File: config.mk
export PLATFORM = sky130hd
export DESIGN_NAME = i2c_access_arbiter
export DESIGN_NICKNAME = d
export VERILOG_FILES = /design/src/rtl/i2c_access_arbiter.sv
export SDC_FILE = /design/constraint.sdc
export NUM_CORES = 1
export LEC_CHECK = 0
export ABC_CLOCK_PERIOD_IN_PS = 1500
export CAP_MARGIN = 30
export CORE_UTILIZATION = 33
export DETAILED_ROUTE_END_ITERATION = 12
export PLACE_DENSITY = 0.76
export RECOVER_POWER = 25
export SKIP_LAST_GASP = 1
export SYNTH_ARGS = -nofsm -noshare
export SYNTH_HDL_FRONTEND = slang
export SYNTH_SLANG_ARGS = --single-unit
File: constraint.sdc
create_clock -name Clk -period 1.5 [get_ports Clk]
set_input_delay 0.225 -clock Clk [delete_from_list [all_inputs] [get_ports Clk]]
set_output_delay 0.225 -clock Clk [all_outputs]
set_load 0.01 [all_outputs]
File: src/rtl/i2c_access_arbiter.sv
// Two-port round-robin arbiter in front of a single i2c_control register engine.
// Define I2C_ARB_RETRY_EN to re-issue NACKed transfers up to MAX_RETRY times.
`timescale 1ns/1ps
module i2c_access_arbiter #(
  parameter logic [7:0] DEVICE_ID = 8'h78,
  parameter bit         ADDR_MODE = 1'b1,
  parameter int         MAX_RETRY = 3
) (
  input  logic        Clk,
  input  logic        Rst,
  input  logic        a_req,
  input  logic        a_rd,
  input  logic [15:0] a_addr,
  input  logic [7:0]  a_wrdata,
  output logic        a_done,
  output logic        a_nack,
  output logic [7:0]  a_rddata,
  input  logic        b_req,
  input  logic        b_rd,
  input  logic [15:0] b_addr,
  input  logic [7:0]  b_wrdata,
  output logic        b_done,
  output logic        b_nack,
  output logic [7:0]  b_rddata,
  output logic        busy,
  output logic        i2c_wrreg_req,
  output logic        i2c_rdreg_req,
  output logic [15:0] i2c_addr,
  output logic [7:0]  i2c_wrdata,
  output logic [7:0]  i2c_device_id,
  output logic        i2c_addr_mode,
  output logic [31:0] i2c_dly_cnt_max,
  input  logic        i2c_RW_Done,
  input  logic        i2c_ack,
  input  logic [7:0]  i2c_rddata
);

  typedef enum logic [1:0] {S_IDLE, S_ISSUE, S_WAIT, S_DONE} state_t;

  if (MAX_RETRY < 1 || MAX_RETRY > 7) begin : g_bad_retry
    $error("MAX_RETRY must be in 1..7");
  end

  state_t      state, next_state;
  logic        sel_b, last_b, lat_rd, nack_r, grant_b, retry_go;
  logic [15:0] lat_addr, win_addr;
  logic [7:0]  lat_wrdata;

  assign i2c_device_id   = DEVICE_ID;
  assign i2c_addr_mode   = ADDR_MODE;
  assign i2c_dly_cnt_max = 32'd0;
  assign i2c_addr        = lat_addr;
  assign i2c_wrdata      = lat_wrdata;

  // B wins only when A is idle or A held the previous grant.
  assign grant_b  = b_req & (~a_req | ~last_b);
  assign win_addr = grant_b ? b_addr : a_addr;

`ifdef I2C_ARB_RETRY_EN
  localparam logic [2:0] MAX_R = MAX_RETRY[2:0];
  logic [2:0] retry_cnt;
  assign retry_go = i2c_ack & (retry_cnt < MAX_R);

  always_ff @(posedge Clk or posedge Rst) begin
    if (Rst)
      retry_cnt <= '0;
    else if (state == S_IDLE)
      retry_cnt <= '0;
    else if (state == S_WAIT && i2c_RW_Done && retry_go)
      retry_cnt <= retry_cnt + 3'd1;
  end
`else
  assign retry_go = 1'b0;
`endif

  always_ff @(posedge Clk or posedge Rst) begin
    if (Rst) state <= S_IDLE;
    else     state <= next_state;
  end

  always_comb begin
    next_state = state;
    case (state)
      S_IDLE:  if (a_req | b_req) next_state = S_ISSUE;
      S_ISSUE: next_state = S_WAIT;
      S_WAIT:  if (i2c_RW_Done) next_state = retry_go ? S_ISSUE : S_DONE;
      S_DONE:  next_state = S_IDLE;
      default: next_state = S_IDLE;
    endcase
  end

  always_comb begin
    busy          = (state != S_IDLE);
    i2c_wrreg_req = (state == S_ISSUE) & ~lat_rd;
    i2c_rdreg_req = (state == S_ISSUE) &  lat_rd;
    a_done        = (state == S_DONE) & ~sel_b;
    b_done        = (state == S_DONE) &  sel_b;
    a_nack        = a_done & nack_r;
    b_nack        = b_done & nack_r;
  end

  // Transfer fields are captured once in IDLE and held through DONE.
  always_ff @(posedge Clk or posedge Rst) begin
    if (Rst) begin
      sel_b      <= 1'b0;
      last_b     <= 1'b1;
      lat_rd     <= 1'b0;
      lat_addr   <= '0;
      lat_wrdata <= '0;
      nack_r     <= 1'b0;
      a_rddata   <= '0;
      b_rddata   <= '0;
    end else begin
      case (state)
        S_IDLE: if (a_req | b_req) begin
          sel_b      <= grant_b;
          lat_rd     <= grant_b ? b_rd : a_rd;
          lat_addr   <= ADDR_MODE ? win_addr : {8'h00, win_addr[7:0]};
          lat_wrdata <= grant_b ? b_wrdata : a_wrdata;
        end
        S_WAIT: if (i2c_RW_Done && !retry_go) begin
          nack_r <= i2c_ack;
          if (sel_b) b_rddata <= i2c_rddata;
          else       a_rddata <= i2c_rddata;
        end
        S_DONE: last_b <= sel_b;
        default: ;
      endcase
    end
  end

endmodule

# Yosys cells after proc, flatten, opt, wreduce, memory -nomap -nowiden
# Index checks and enable logic that the tools add are counted.
# word_totals
register_bits,46
latch_bits,0
mem_bits_rw,0
romBits,0
input_bits,64
output_inout_bits,88
mem_count,0
# classes
addsub,0
multipliers,0
div_mod_pow,0
n_lt_le_gt_ge,0
n_eq_ne,5
shifts,0
muxes,6
n_bitwise,13
reduce_logical,7
# op_table
op,count
2-to-1 mux 16 bit,1
2-to-1 mux 8 bit,1
case mux 2 bit (4 select lines),1
bitwise AND 1 bit,7
AND reduction 2 bit,3
AND reduction 3 bit,2
== test 2 bit (second input constant),2
2-to-1 mux 2 bit,2
!= test 2 bit (second input constant),2
NOT 1 bit,4
== test 2 x 1 -> 1 bit (second input constant),1
logical NOT 2 bit,1
OR 1 bit,2
nonzero test 2 bit,1
2-to-1 mux 1 bit,1

# Logic depth before layout (Yosys ltp)
# Gate-level depths: netlist (run 1).
# depth
word_depth,4
ltp_mapped,7
ltp_nobuf,5

# Least setup slack after synthesis (run 1)
# No wires, ideal clock.
# synth_timing
path_kind,register -> register
startpoint,reg state[0]
endpoint,reg state[1]
arrival_ps,1334
setup_slack_ps,41
path_stages_with_launch,6
path_buffers,0
cell_sequence,dfrtp_1 -> inv_1 -> ha_1 -> inv_1 -> o32a_1 -> mux2_4
# synth_between
elab_chain_cells,3
# synth_rtl
item,line_no,source
start: declaration,44,"state_t state, next_state;"
start signal: assignment,78,else state <= next_state;
== test 2 bit or logical NOT 2 bit (tied branches),83,case (state)
!= test 2 bit (no source line),-,
AND reduction 2 bit (no source line),-,
# Parallel ways exist; a longest one is shown, timed or not.
# A chain may end at the register's enable or synchronous reset.

# Worst setup path in the final report (run 1)
# Ends and elaborated chain as after synthesis.

==> run summary, run 1 <==
RSZ-0062 raised after global routing: true
IR drop worst, VDD: 704 uV
max cap viols: 0
maximum number of pins on one net before global-route repair: 27
critical path startpoint category: register
Worst Setup End Kind: register
total placed cells including tap cells: 449
register bit total from synthesis: 46
dominant synthesized flop cell: dfrtp_1
worst min-delay path category: in2reg
sequential area share after synthesis: 47.8%
detailed-route vias per instance: 4.39
YS warnings: 0
Std-Cell Core Area: 6910 sq um
share of layout cells above drive strength 1: 22.0%
Critical path buffers and inverters: 3
# DRC: 0
Clock Tree Buf Depth: 2
reg-to-reg endpoint: state[1]
IO Count: 152
residual overflow from global routing: 0
# port buffers: 110
net count reported at finish: 435
utilization after layout: 55.8%
largest fanout of any net on the critical path: 3
worst setup path category: reg2reg
slew at the pin with the worst max-slew slack: 0.624 ns
startpoint of the most critical hold path: a_addr[1]
final weighted congestion in routability-driven placement: 0.713
Register-to-Register Path Depth: 6
remaining antenna violation count after routing: 0
slowest library cell on the worst path: dfrtp_1
slack of the worst reg-to-reg path: -0.04 ns
global-route wire length before repair: 9.31 mm
Starting Density: 34.9%
highest-count cells in the layout ignoring fill and taps: 102 x clkdlybuf4s50_1, 51 x nand2_1, 45 x dfrtp_1
Worst path max stage delay: 0.41 ns
TritonCTS clock tree: done
worst slack at placement: -0.127 ns
Syn Area/Cell: 9.88 sq um
Total GRT Usage: 16.3%
cell class contributing the biggest share of worst-path delay: flip-flops
overall via count from detail_route: 2038
cells traversed along the worst timing path: buf_6 > inv_6 > ha_4 > inv_2 > o32a_1 > mux2_4
Die Footprint: 7650 sq um
gate count after technology mapping: 244
vias in the first global route: 1877
number of enable flip-flop cells after synthesis: 0
Final WS setup: -0.0448 ns
Layout fillers: 619
unique cell type count in the Yosys netlist: 23
areal power density over the cells: 1890 nW/um^2
Final Hold Viols: 0
die outline height: 87.5 microns
worst setup skew after layout: 0.00496 ns
RR Startpoint: state[0]
signal arrival time at the worst endpoint: 1.73 ns
Lkg Pwr: 1.67 nW
outcome: finished with violations
number of violations reported at the end of detailed-routing iteration 0: 51
clock buffers created by TritonCTS: 5
endpoint required time on the critical path: 1.69 ns
worst slew margin relative to its limit: 58.4%
violations in the final reports: negative setup slack
htree depth: 2
most common cell after layout, fill and taps aside: clkdlybuf4s50_1
clock latency on the worst-skew pair: 0.29 ns
final count of pins violating max slew: 0
hold depth: 3
Post-synth ARST share: 100%
per-cell routed wire length: 13.5 microns
post-route non-filler standard cell count: 464
clock-pin slew of the registers on the worst-case setup and hold paths: 0.09 ns
capture endpoint of the worst hold path: i2c_addr[1]
sum of routed wire length over all layers: 6.25 mm
clk root buf: clkbuf_8
width of the die: 87.5 microns
clock sink count: 46
highest achievable clock rate: 647 MHz
final setup fails: 14
initial antenna violation count: 0
row count: 30
DP HPWL: 4.42 mm
first-pass iteration count of the detailed router: 4
final period demand of the worst path: 1.54 ns
Final Cycle Share: 103%
diode insertion count for antenna repair: 0
area added between synthesis and finish: 59.9%
hold_buf cts: 0
Mapped Area: 2410 sq um
worst max-delay path by stage:
stage,depth (start not counted),slack [ns],start,endpoint
floorplan,5,0.04,state[0],state[1]
CTS,6,-0.04,state[0],state[1]
detailed placement,4,-0.13,state[1],a_nack
finish,6,-0.04,state[0],state[1]
global placement,4,-0.09,state[1],a_nack
global route,8,-0.10,state[0],i2c_wrdata[6]
sequential cells by signal, summed over array words and instances (netlist names):
signal,count
i2c_addr,16
a_rddata,8
b_rddata,8
i2c_wrdata,8
state,2
last_b,1
lat_rd,1
nack_r,1
sel_b,1
kinds of logic (layout without fill, tap and decap cells):
family	count (synthesis)	in the layout	share of synthesized area, %
compound gates	31	31	9.03
fa+ha+maj	4	4	2.08
buf+inv	58	143	17.5
flops	46	46	47.8
mux	19	19	9.03
other cells	2	41	0.311
simple gates	84	84	14.2
worst register-to-register path, delay by kind of cell (launching register included):
| family | cells | cell delay (ns) |
|---|---|---|
| AO/OA/AOI/OAI | 1 | 0.32 |
| flip-flops | 1 | 0.41 |
| multiplexers | 1 | 0.31 |
| buffers and inverters | 3 | 0.26 |
| adder cells (fa/ha/maj) | 1 | 0.15 |
metal layers:
metal	vias up	GRT usage [%]	routed length (microns)
met4	0	5.37	58
met1	950	18.5	2600
met3	4	5.40	598
met2	115	28.8	2990
met5	-	0	0
li1	969	-	-
cell usage after synthesis, types with 2 or more instances:
| cell type | number | area (sq um) |
|---|---|---|
| inv_1 | 6 | 22.5 |
| nor2b_1 | 2 | 12.5 |
| conb_1 | 2 | 7.51 |
| and2_1 | 3 | 18.8 |
| dfrtp_1 | 45 | 1130 |
| buf_6 | 4 | 45.0 |
| buf_4 | 46 | 345 |
| a31oi_1 | 25 | 156 |
| ha_1 | 4 | 50.1 |
| nand2_1 | 51 | 191 |
| nor2_1 | 25 | 93.8 |
| nand3_2 | 2 | 20.0 |
| mux2_2 | 18 | 203 |
| buf_2 | 2 | 10.0 |
where the power goes:
part,total (W),switching [W],internal (W)
clock network,0.000925,0.000428,0.000498
logic,0.00407,0.00170,0.00237
registers,0.00230,0.000412,0.00189
through the flow:
stage                     total power (W)  cell area [sq um]  setup TNS [ns]  hold WS (ns)
after floorplan                   0.00398               2560               0         0.364
after detailed placement          0.00576               3520           -2.68         0.493
after global routing              0.00778               3850           -2.30         0.474
after CTS                         0.00698               3730          -0.162         0.288
final                             0.00730               3850          -0.224         0.487
after global placement            0.00565               3520          -0.755         0.486
layout make-up:
| cell class | instances | area [sq um] | share of cell area, % |
|---|---|---|---|
| Multi-Input combinational cell | 179 | 1110 | 28.9 |
| Clock buffer | 6 | 72.6 | 1.88 |
| Clock inverter | 2 | 37.5 | 0.974 |
| Timing Repair Buffer | 129 | 1330 | 34.4 |
| Tap cell | 96 | 120 | 3.12 |
| Sequential cell | 46 | 1150 | 29.9 |
| Inverter | 6 | 32.5 | 0.844 |
timing repair:
| item | 4_1_cts | 5_1_grt |
|---|---|---|
| endpoints found under the setup margin | 49 | 33 |
| cloned | 1 | 2 |
| pin swaps | 5 | 5 |
| hold endpoints to repair | 0 | 0 |
| gates resized for setup | 42 | 30 |
| buffers inserted | 5 | 1 |
Note: power is estimated with default switching activity, not from simulation.
==> inputs of run 2 (changes only) <==
Settings changed: ABC_AREA set to 1, CORE_UTILIZATION 33 to 35, PLACE_DENSITY 0.76 to 0.77.
==> run summary, run 2 <==
outcome: finished, final reports clean
width of the die: 89.8 microns
Final Cycle Share: 99.7%
sequential area share after synthesis: 42.7%
initial antenna violation count: 0
endpoint required time on the critical path: 1.27 ns
unique cell type count in the Yosys netlist: 19
final period demand of the worst path: 1.50 ns
overall via count from detail_route: 2481
worst setup skew after layout: 0.00559 ns
area added between synthesis and finish: 51.4%
largest area contributor in the netlist: dfrtp_1
met3 Resource Use GR: 4.23%
Mapped Area: 2700 sq um
register bit total from synthesis: 46
Post-synth ARST share: 100%
Die Footprint: 8070 sq um
RSZ-0062 raised after global routing: true
Lkg Pwr: 2.18 nW
IR drop worst, VDD: 807 uV
final count of pins violating max slew: 0
# port buffers: 110
share of the synthesized area in the top cell type: 41.7%
highest achievable clock rate: 669 MHz
clock latency on the worst-skew pair: 0.29 ns
Clock Tree Buf Depth: 2
die outline height: 89.8 microns
htree depth: 2
highest-count cells in the layout ignoring fill and taps: 104 x nand2_1, 103 x clkdlybuf4s50_1, 64 x inv_1
YS warnings: 0
Syn Area/Cell: 7.44 sq um
critical path startpoint category: register
Post-Synth Simple-Gate Area: 26.6%
number of violations reported at the end of detailed-routing iteration 0: 76
clock sink count: 46
clock-pin slew of the registers on the worst-case setup and hold paths: 0.08 ns
Starting Density: 36.6%
xor/xnor share of the synthesized area: 0%
first-pass iteration count of the detailed router: 4
sum of negative setup slack: 0 ns
Worst Setup End Kind: output pin
clk root buf: clkbuf_8
slew at the pin with the worst max-slew slack: 1.12 ns
row count: 31
largest fanout of any net on the critical path: 3
Final Hold Viols: 0
Synth Area in Compound Gates: 3.94%
sum of routed wire length over all layers: 6.69 mm
net count reported at finish: 556
vias in the first global route: 2391
detailed-route vias per instance: 4.22
share of layout cells above drive strength 1: 11.9%
global-route wire length before repair: 11.1 mm
met1 demand-to-capacity share in global routing: 21.0%
worst min-delay path category: reg2reg
Adder-Cell Fraction of Synth Area: 1.85%
global route hottest layer: met2
diode insertion count for antenna repair: 0
remaining antenna violation count after routing: 0
gate count after technology mapping: 363
post-synthesis mux area share: 0%
maximum number of pins on one net before global-route repair: 47
max cap viols: 0
clock buffers created by TritonCTS: 5
per-cell routed wire length: 11.4 microns
most common cell after layout, fill and taps aside: nand2_1
residual overflow from global routing: 0
max reg flops: 16
# DRC: 0
dominant synthesized flop cell: dfrtp_1
hold_buf cts: 0
worst setup path category: reg2out
DP HPWL: 4.73 mm
Std-Cell Core Area: 7370 sq um
dominant combinational cell family by area after synthesis: simple AND/OR/NAND/NOR gates
top post-synthesis cells by area: dfrtp_1 42%, nand2_1 15%, buf_4 11%
TritonCTS clock tree: done
dominant cell by count in the synthesized netlist: nand2_1
areal power density over the cells: 1730 nW/um^2
number of enable flip-flop cells after synthesis: 0
final weighted congestion in routability-driven placement: 0.739
Total GRT Usage: 17.0%
worst slew margin relative to its limit: 25.3%
final setup fails: 0
commonest cells in the netlist: 107 x nand2_1, 69 x inv_1, 52 x nand3_1, 45 x dfrtp_1, 41 x buf_4
signal arrival time at the worst endpoint: 1.27 ns
met2 usage: 29.4%
IO Count: 152
final-layout worst hold slack: 0.486 ns
==> run 2: changes by cell type in the layout (fill, tap and decap cells not counted), moves of 7 or more <==
cell | before | now
a31oi_1 | 25 | 0
o21ai_1 | 0 | 7
nor2_2 | 8 | 1
inv_1 | 2 | 64
o21ai_0 | 0 | 11
nor2_1 | 12 | 3
nand3_1 | 0 | 52
nand2_1 | 51 | 104
mux2_2 | 18 | 0
==> run 2: per-stage QoR <==
stage / total power [W] / cells / area [sq um] / setup WS (ns) / util [%]
detailed placement: 0.00552 / 570 / 3790 / -0.143 / 51.4
global route: 0.00760 / 588 / 4090 / -0.0555 / 55.5
global placement: 0.00544 / 570 / 3790 / -0.0968 / 51.4
CTS: 0.00680 / 581 / 3980 / -0.125 / 54.0
finish: 0.00706 / 588 / 4090 / 0.00442 / 55.5
floorplan: 0.00388 / 402 / 2850 / 0.189 / -
==> run 2: critical path: stages, from the launching register on <==
cell	delay (ns)
dfrtp_1	0.40
buf_6	0.14
inv_6	0.06
ha_4	0.14
inv_1	0.04
nor2_1	0.07
buf_2	0.14
==> run 2: timing repair <==
item                       in CTS  in global routing
setup endpoints to repair      32                 37
gates cloned                    1                  2
hold endpoints to repair        0                  0
pin swaps                       2                  5
buffers inserted                2                  5
resized for setup              26                 36
==> run 2: kinds of logic (layout without fill, tap and decap cells) <==
kind of cell / after synthesis / after routing
AO/OA/AOI/OAI: 19 / 19
adder cells (fa/ha/maj): 4 / 4
buffers and inverters: 124 / 210
other: 2 / 41
AND/OR/NAND/NOR: 168 / 169
flip-flops: 46 / 46
==> run 2: path summary, 6_finish.rpt <==
path                                  start       endpoint  slack [ns]  cells after the start
worst max-delay path               state[1]  i2c_wrreg_req       0.004                      6
worst min-delay path            i2c_addr[9]    i2c_addr[9]        0.49                      2
worst max register to register     state[0]    b_rddata[3]        0.04                     10
worst min register to register  i2c_addr[9]    i2c_addr[9]        0.49                      2
max in group asynchronous               Rst    b_rddata[6]        0.22                      3
min in group asynchronous               Rst         nack_r        0.61                      3
==> run 2: per-layer routing <==
metal  part of all wire [%]  wire (microns)  up-vias
met3                    6.1             407        4
met5                      0               0        -
li1                       -               -     1257
met2                     52            3480      105
met4                   0.28              19        0
met1                     42            2790     1115
==> run 2: layout make-up <==
| cell class | instances | area, sq um |
|---|---|---|
| clock inverters | 2 | 60.1 |
| fillers | 700 | 3280 |
| repair buffers | 132 | 1300 |
| well taps | 99 | 124 |
| clock buffers | 6 | 82.6 |
| multi-input cells | 233 | 1090 |
| flip-flops and latches | 46 | 1150 |
| inverters | 70 | 273 |
==> run 2: power by group <==
group	switching, W	total, W	internal [W]
logic	0.00174	0.00371	0.00197
clock network	0.000411	0.00112	0.000710
registers	0.000375	0.00223	0.00186
total	0.00253	0.00706	0.00453
==> inputs of run 3 (changes only) <==
Settings changed: ABC_CLOCK_PERIOD_IN_PS 1500 to 1230, SETUP_SLACK_MARGIN set to 0.1.
Clock period 1.5 ns to 1.23 ns, I/O delays scaled along.
==> run summary, run 3 (synthesized netlist as in run 2, its figures left out) <==
outcome: finished with violations
violations in the final reports: negative setup slack
max cap viols: 0
row count: 31
Std-Cell Core Area: 7370 sq um
# DRC: 0
final non-filler cell area: 4230 sq um
sum of routed wire length over all layers: 7.41 mm
DP HPWL: 5.04 mm
detailed-route vias per instance: 4.37
final weighted congestion in routability-driven placement: 0.723
Register-to-Register Path Depth: 9
TritonCTS clock tree: done
worst slack at placement: -0.398 ns
residual overflow from global routing: 0
Clock Tree Buf Depth: 2
utilization after layout: 57.4%
signal arrival time at the worst endpoint: 1.30 ns
Lkg Pwr: 2.31 nW
worst min-delay path category: in2async
largest fanout of any net on the critical path: 3
hold_buf cts: 0
Layout fillers: 700
initial antenna violation count: 0
Final Hold Viols: 0
Final Cycle Share: 121%
worst setup skew after layout: 0.00690 ns
width of the die: 89.8 microns
Cell Area, Placed: 3860 sq um
diode insertion count for antenna repair: 0
overall via count from detail_route: 2645
slack of the worst reg-to-reg path: -0.25 ns
die outline height: 89.8 microns
clock buffers created by TritonCTS: 5
remaining antenna violation count after routing: 0
per-cell routed wire length: 12.2 microns
net count reported at finish: 573
Die Footprint: 8070 sq um
Total GRT Usage: 18.5%
endpoint required time on the critical path: 1.05 ns
critical path startpoint category: register
areal power density over the cells: 2100 nW/um^2
number of violations reported at the end of detailed-routing iteration 0: 116
clock-pin slew of the registers on the worst-case setup and hold paths: 0.09 ns
first-pass iteration count of the detailed router: 4
Worst Setup End Kind: output pin
final count of pins violating max slew: 0
final setup fails: 52
global-route wire length before repair: 11.9 mm
IR drop worst, VDD: 751 uV
share of layout cells above drive strength 1: 23.7%
most common cell after layout, fill and taps aside: nand2_1
worst setup path category: reg2out
area added between synthesis and finish: 56.7%
Final WS setup: -0.257 ns
vias in the first global route: 2469
reg-to-reg endpoint: i2c_wrdata[6]
htree depth: 2
max reg flops: 16
highest-count cells in the layout ignoring fill and taps: 94 x nand2_1, 62 x clkdlybuf4s50_1, 61 x inv_1
RSZ-0062 raised after global routing: true
RR Startpoint: state[0]
clock sink count: 46
clk root buf: clkbuf_8
Starting Density: 36.6%
final period demand of the worst path: 1.49 ns
highest achievable clock rate: 673 MHz
maximum number of pins on one net before global-route repair: 28
clock latency on the worst-skew pair: 0.30 ns
# port buffers: 110
IO Count: 152
final-layout worst hold slack: 0.309 ns
run 3: cell count changes in the layout (fill, tap and decap cells not counted), moves of 6 or more:
cell,change
clkdlybuf4s50_1,-41
clkbuf_2,+23
o21ai_0,-6
buf_4,+6
o21ai_1,+6
nand2_2,+6
clkdlybuf4s15_1,+7
buf_2,+7
nand2_1,-10
run 3: through the flow:
stage	power, W	setup TNS, ns	std cells
after global routing	0.00948	-13.04	605
after global placement	0.00680	-13.02	574
final	0.00888	-9.68	605
after CTS	0.00889	-8.92	600
after floorplan	0.00482	-0.134	402
after detailed placement	0.00693	-13.35	574
run 3: critical path, stage by stage, from the launching register on:
cell	delay [ns]
dfrtp_1	0.42
buf_6	0.13
buf_6	0.11
ha_4	0.16
inv_2	0.04
nor2_1	0.02
buf_2	0.13
run 3: what timing repair did:
item / CTS / global route
setup endpoints to repair: 92 / 83
cloned: 5 / 0
resized for setup: 155 / 43
buffers inserted: 13 / 5
pin swaps: 8 / 5
run 3: layout make-up:
class	count	area, sq um	area share [%]
tap	99	124	2.93
timing repair buffer	147	1360	32.2
clock inverter	2	37.5	0.887
sequential	46	1150	27.2
inverter	70	284	6.71
clock buffer	6	72.6	1.71
multi-input combinational	235	1200	28.3
run 3: metal layers:
layer | vias to the layer above | GRT usage (%) | routed length (microns) | part of all wire [%]
li1 | 1297 | - | - | -
met1 | 1210 | 22.6 | 3120 | 42
met2 | 127 | 31.9 | 3660 | 49
met3 | 11 | 4.48 | 509 | 6.9
met4 | 0 | 5.87 | 126 | 1.7
met5 | - | 0 | 0 | 0
run 3: worst max path at each step:
stage               cells after the start      from  slack, ns            end
floorplan                               7  state[1]     -0.007    i2c_addr[0]
global placement                        5     a_req      -0.40         lat_rd
detailed placement                      5     a_req      -0.40    i2c_addr[6]
CTS                                     6  state[0]      -0.26  i2c_rdreg_req
global route                            9  state[0]      -0.32         lat_rd
finish                                  6  state[0]      -0.26  i2c_wrreg_req
run 3: report_power, final:
group	switching (W)	internal (W)	total (W)	leakage, nW
clock	0.000503	0.000606	0.00111	0.0514
combinational	0.00253	0.00250	0.00503	1.70
sequential	0.000479	0.00226	0.00274	0.565
total	0.00351	0.00537	0.00888	2.31
